`src/rtl/branch_resolve.sv`:
```
// EX-stage branch resolution: taken decision, mispredict detection, PC redirect handshake and IF/ID flush.
// Optional performance counters are enabled by defining BRANCH_STATS_EN.
module branch_resolve #(
    parameter int unsigned REG_WIDTH    = 32,
    parameter int unsigned FLUSH_CYCLES = 2
) (
    input  logic                 clk,
    input  logic                 rst,
    input  logic                 br_valid,
    input  logic                 is_jump,
    input  logic [2:0]           funct3,
    input  logic                 pred_taken,
    input  logic [REG_WIDTH-1:0] pc_ex,
    input  logic [REG_WIDTH-1:0] target_addr,
    input  logic                 br_eq,
    input  logic                 br_lt,
    output logic                 br_un,
    output logic                 pc_write,
    output logic                 redirect_valid,
    output logic [REG_WIDTH-1:0] redirect_pc,
    input  logic                 redirect_ready,
    output logic                 flush_if,
    output logic                 flush_id,
    output logic [31:0]          stat_branches,
    output logic [31:0]          stat_mispredicts
);

    typedef enum logic [1:0] {
        IDLE,
        REDIRECT,
        FLUSH
    } state_t;

    state_t               state_q, state_d;
    logic                 redirect_valid_q, redirect_valid_d;
    logic [REG_WIDTH-1:0] redirect_pc_q, redirect_pc_d;
    logic [3:0]           cnt_q, cnt_d;

    logic                 legal;
    logic                 taken;
    logic                 decision;
    logic                 mispredict;
    logic [REG_WIDTH-1:0] correct_pc;

    assign br_un    = funct3[1];
    assign pc_write = br_valid & (state_q == IDLE);

    always_comb begin
        legal = is_jump | ((funct3 != 3'b010) && (funct3 != 3'b011));
        taken = 1'b0;
        if (is_jump) begin
            taken = 1'b1;
        end else begin
            case (funct3)
                3'b000:         taken = br_eq;
                3'b001:         taken = ~br_eq;
                3'b100, 3'b110: taken = br_lt;
                3'b101, 3'b111: taken = ~br_lt;
                default:        taken = 1'b0;
            endcase
        end
        decision   = pc_write & legal;
        mispredict = decision & (taken != pred_taken);
        correct_pc = taken ? target_addr : pc_ex + REG_WIDTH'(4);
    end

    always_comb begin
        state_d          = state_q;
        redirect_valid_d = redirect_valid_q;
        redirect_pc_d    = redirect_pc_q;
        cnt_d            = cnt_q;
        case (state_q)
            IDLE: begin
                if (mispredict) begin
                    state_d          = REDIRECT;
                    redirect_valid_d = 1'b1;
                    redirect_pc_d    = correct_pc;
                end
            end
            REDIRECT: begin
                if (redirect_valid_q && redirect_ready) begin
                    state_d          = FLUSH;
                    redirect_valid_d = 1'b0;
                    cnt_d            = 4'(FLUSH_CYCLES - 1);
                end
            end
            FLUSH: begin
                if (cnt_q == '0) begin
                    state_d = IDLE;
                end else begin
                    cnt_d = cnt_q - 4'd1;
                end
            end
            default: state_d = IDLE;
        endcase
    end

    always_ff @(posedge clk) begin
        if (rst) begin
            state_q          <= IDLE;
            redirect_valid_q <= 1'b0;
            redirect_pc_q    <= '0;
            cnt_q            <= '0;
        end else begin
            state_q          <= state_d;
            redirect_valid_q <= redirect_valid_d;
            redirect_pc_q    <= redirect_pc_d;
            cnt_q            <= cnt_d;
        end
    end

    assign redirect_valid = redirect_valid_q;
    assign redirect_pc    = redirect_pc_q;
    assign flush_if       = (state_q != IDLE);
    assign flush_id       = (state_q != IDLE);

`ifdef BRANCH_STATS_EN
    logic [31:0] stat_branches_q, stat_branches_d;
    logic [31:0] stat_mispredicts_q, stat_mispredicts_d;

    // Both counters saturate rather than wrap.
    always_comb begin
        stat_branches_d    = stat_branches_q;
        stat_mispredicts_d = stat_mispredicts_q;
        if (decision && (stat_branches_q != '1)) begin
            stat_branches_d = stat_branches_q + 32'd1;
        end
        if (mispredict && (stat_mispredicts_q != '1)) begin
            stat_mispredicts_d = stat_mispredicts_q + 32'd1;
        end
    end

    always_ff @(posedge clk) begin
        if (rst) begin
            stat_branches_q    <= '0;
            stat_mispredicts_q <= '0;
        end else begin
            stat_branches_q    <= stat_branches_d;
            stat_mispredicts_q <= stat_mispredicts_d;
        end
    end

    assign stat_branches    = stat_branches_q;
    assign stat_mispredicts = stat_mispredicts_q;
`else
    assign stat_branches    = '0;
    assign stat_mispredicts = '0;
`endif

endmodule

```
`config.mk`:
```
export PLATFORM = sky130hd
export DESIGN_NAME = branch_resolve
export DESIGN_NICKNAME = d
export VERILOG_FILES = /design/src/rtl/branch_resolve.sv
export SDC_FILE = /design/constraint.sdc
export NUM_CORES = 1
export LEC_CHECK = 0
export BUFFER_PORTS_ARGS = -buffer_cell sky130_fd_sc_hd__buf_4
export CORE_ASPECT_RATIO = 0.6
export CORE_UTILIZATION = 43
export CTS_CLUSTER_SIZE = 10
export DETAILED_ROUTE_END_ITERATION = 12
export GPL_TIMING_DRIVEN = 0
export PLACE_DENSITY = 0.89
export REMOVE_ABC_BUFFERS = 1
export SLEW_MARGIN = 40
export SYNTH_ARGS = -nofsm -noshare
export SYNTH_HDL_FRONTEND = slang
export SYNTH_SLANG_ARGS = --single-unit
```
`constraint.sdc`:
```
create_clock -name clk -period 2.3 [get_ports clk]
set_input_delay 0.46 -clock clk [delete_from_list [all_inputs] [get_ports clk]]
set_output_delay 0.46 -clock clk [all_outputs]
set_load 0.02 [all_outputs]
```
==> results_dict.tcl <==
set metrics [dict create \
    wl_per_cell_um 14.31 \
    finClkSkew_ns 0.003152 \
    worstSetupPathType "input pin to register" \
    routed.top_layer "met4" \
    syn-cell-area_um2 3005 \
    multi_input_area_um2 1898 \
    htree_levels 2 \
    num-fill-cells 619 \
    synthArstFlopShare_pct 0 \
    synth_seq_cells 39 \
    path_clk_slew_ns 0.06 \
    fp.dieArea_um2 7338 \
    port_buffers 111 \
    period_share_pct 93.39 \
    drt-initial-drc-count 145 \
    row_count 23 \
    max_slew.worst_pin.slew_ns 0.7926 \
    grt_setup_unrepaired "false" \
    core_area_um2 6705 \
    cp.required_ns 2.46 \
    grt_use_total_pct 21.52 \
    die_x_um 109.9 \
    met2WireLength_um 3851 \
    post_cts_buffers 0 \
    final_cell_count_no_fill 571 \
    clockRootBuffer "clkbuf_16" \
    period_needed_ns 2.148 \
    finalSetupViolCount 0 \
    drv_cap 0 \
    ff2ff_setup_slack_ns 0.20 \
    gp_congestion 0.8289 \
    die_y_um 66.76 \
    grt_pass1_vias 2525 \
    dp_hpwl_um 6187 \
    r2r_cells 6 \
    clk_path_buf_depth 2 \
    routed_wl_um 8171 \
    tritoncts "done" \
    maxSlewHeadroom_pct 46.33 \
    seq_area_frac_synth_pct 25.98 \
    grt_max_degree 44 \
    fin_nets 560 \
    syn_to_final_growth_pct 28.02 \
    vias 2963 \
    min_from "redirect_pc[5]$_SDFFE_PP0P_" \
    synth_ff_type "dfxtp_1" \
    wl_met1_um 3637 \
    p_leak_nw 1.669 \
    crit_arrival_ns 2.31 \
    antenna_found_initial 0 \
    syn_avg_cell_area_um2 7.847 \
    worstPathMaxFanout 14 \
    drive_above_1_share_pct 28.10 \
    place_inst 562 \
    synth_cells 383 \
    r2r-end "redirect_pc[7]$_SDFFE_PP0P_" \
    drc 0 \
    finalInstanceArea_um2 3847 \
    max_freq_mhz 465.5 \
    dr_wl_met3_um 621 \
    initial_core_util_pct 44.82 \
    post_dp_cell_area_um2 3649 \
    io_pins 176 \
    final_hold_viol_count 0 \
    cts_num_sinks 39 \
    reg2reg_from "state_q[0]$_SDFFE_PP0P_" \
    diodes 0 \
    final_util_pct 57.38 \
    regArea_um2 780.7 \
    end_kind "register" \
    status "completed" \
    hold_buffers 0 \
    antenna_left 0 \
    overflow 0 \
    vias_per_cell 5.189 \
    vdd_drop_max_v 0.0002797 \
    synth_edf_count 0 \
    clkLatencyLatePin_ns 0.28 \
    grt_pass1_wl_um 12100 \
    hold_path.class "register to register" \
    ys_types 55 \
    dr.pass1.iters 5 \
    hold_depth 2 \
    yosys_warnings 0 \
    startpoint_type "input pin" \
    power.density_nw_per_um2 573.2 \
    cts_buffers 5 \
    slew_violations 0 \
    whs_endpoint "redirect_pc[5]$_SDFFE_PP0P_" \
]
## kinds of logic (layout without fill, tap and decap cells)
group	Yosys count	after routing	share of synthesized area, %
buffers and inverters	93	130	20.19
other	1	64	0.1248
multiplexers	9	10	3.497
XOR/XNOR	22	22	6.411
AND/OR/NAND/NOR	143	143	25.02
adder cells (fa/ha/maj)	2	2	0.8325
flip-flops	39	39	25.98
AO/OA/AOI/OAI	74	74	17.94
## flip-flops by register name (all words and copies together) (netlist names)
| register | cells |
|---|---|
| cnt_q | 4 |
| redirect_pc | 32 |
| redirect_valid | 1 |
| state_q | 2 |
## worst max-delay path by stage
stage	start	to	cells past startpoint
finish	funct3[2]	redirect_pc[19]$_SDFFE_PP0P_	7
global route	state_q[0]$_SDFFE_PP0P_	redirect_pc[10]$_SDFFE_PP0P_	6
CTS	state_q[0]$_SDFFE_PP0P_	redirect_pc[31]$_SDFFE_PP0P_	5
global placement	funct3[2]	redirect_pc[19]$_SDFFE_PP0P_	6
detailed placement	br_valid	redirect_pc[31]$_SDFFE_PP0P_	6
floorplan	funct3[2]	redirect_pc[19]$_SDFFE_PP0P_	5
## repair_timing
item | CTS | global route
gates cloned | 0 | 1
resized for setup | 2 | 2
endpoints found under the setup margin | 20 | 15
## synthesized netlist by cell type, types with 2 or more instances
cell type | instances | share of area [%]
nand3_1 | 11 | 1.8
o32ai_1 | 4 | 1.2
and3_1 | 4 | 0.83
a311oi_1 | 3 | 0.87
ha_1 | 2 | 0.83
a21oi_1 | 22 | 3.7
nand2_1 | 39 | 4.9
a211oi_1 | 2 | 0.50
nor2b_1 | 2 | 0.42
nand3b_1 | 2 | 0.50
nor4_1 | 6 | 1.2
and2_1 | 6 | 1.2
nand2b_1 | 2 | 0.42
clkbuf_1 | 12 | 1.5
buf_2 | 5 | 0.83
mux2i_1 | 6 | 2.0
o31ai_1 | 3 | 0.75
nand4_1 | 5 | 1.0
nor4_2 | 2 | 0.83
o21ai_0 | 2 | 0.33
nor2_1 | 28 | 3.5
nor3_1 | 14 | 2.3
o21ai_1 | 3 | 0.50
inv_1 | 9 | 1.1
buf_4 | 67 | 17
xnor2_1 | 16 | 4.7
nor3b_1 | 6 | 1.5
a32o_1 | 4 | 1.3
a221oi_1 | 4 | 1.2
or4_1 | 4 | 1.0
o21a_1 | 2 | 0.50
xor2_1 | 6 | 1.7
a211o_1 | 11 | 3.2
a311o_1 | 2 | 0.67
a21o_1 | 2 | 0.50
o211ai_1 | 3 | 0.75
dfxtp_1 | 39 | 26
or3_1 | 6 | 1.2
## cells in the final DEF (no fill, tap or decap), types with 5 or more instances in the layout
master     instances
nor3b_1            5
nor2_1            28
xor2_1             6
or3_1              6
inv_1              9
buf_4            112
and2_1             6
a211o_1           11
a21oi_1           22
nand3_1           11
xnor2_1           16
nand4_1            5
nor3_1            13
clkbuf_16          5
nor4_1             6
dfxtp_1           39
nand2_1           39
mux2i_1            6
conb_1            64
## per-layer routing
metal,vias up,track usage [%]
met5,-,0
met4,0,4.167
met2,136,35.94
met3,13,4.599
met1,1373,28.56
li1,1441,-
## critical path, stage by stage
cell and delay, ns:
buf_4 0.13, or3b_2 0.50, a32oi_2 0.47, buf_4 0.30, nor2_1 0.06, a221oi_1 0.27, o21ai_0 0.10
## layout make-up
type                    count  share of cell area, %
flip-flops and latches     39                  20.29
clock inverters             2                 0.9106
multi-input cells         315                  49.33
repair buffers            113                  22.15
clock buffers               6                  3.610
well taps                  87                  2.829
inverters                   9                 0.8780
## metrics by stage
step	setup TNS [ns]	hold WS, ns	power (mW)	setup WS [ns]
5_1_grt	0	0.4709	2.320	0.08212
6_report	0	0.4551	2.205	0.1519
3_5_place_dp	-8.254	0.4508	1.394	-0.5884
4_1_cts	0	0.4553	2.214	0.01261
3_3_place_gp	-15.62	0.4417	1.372	-0.7108
2_1_floorplan	0	0.4873	1.116	0.006694
## power by group
part / switching (mW) / internal, mW
combinational: 0.389 / 0.256
sequential: 0.0274 / 0.722
clock: 0.272 / 0.539
Power figures use the tool's default switching activity.
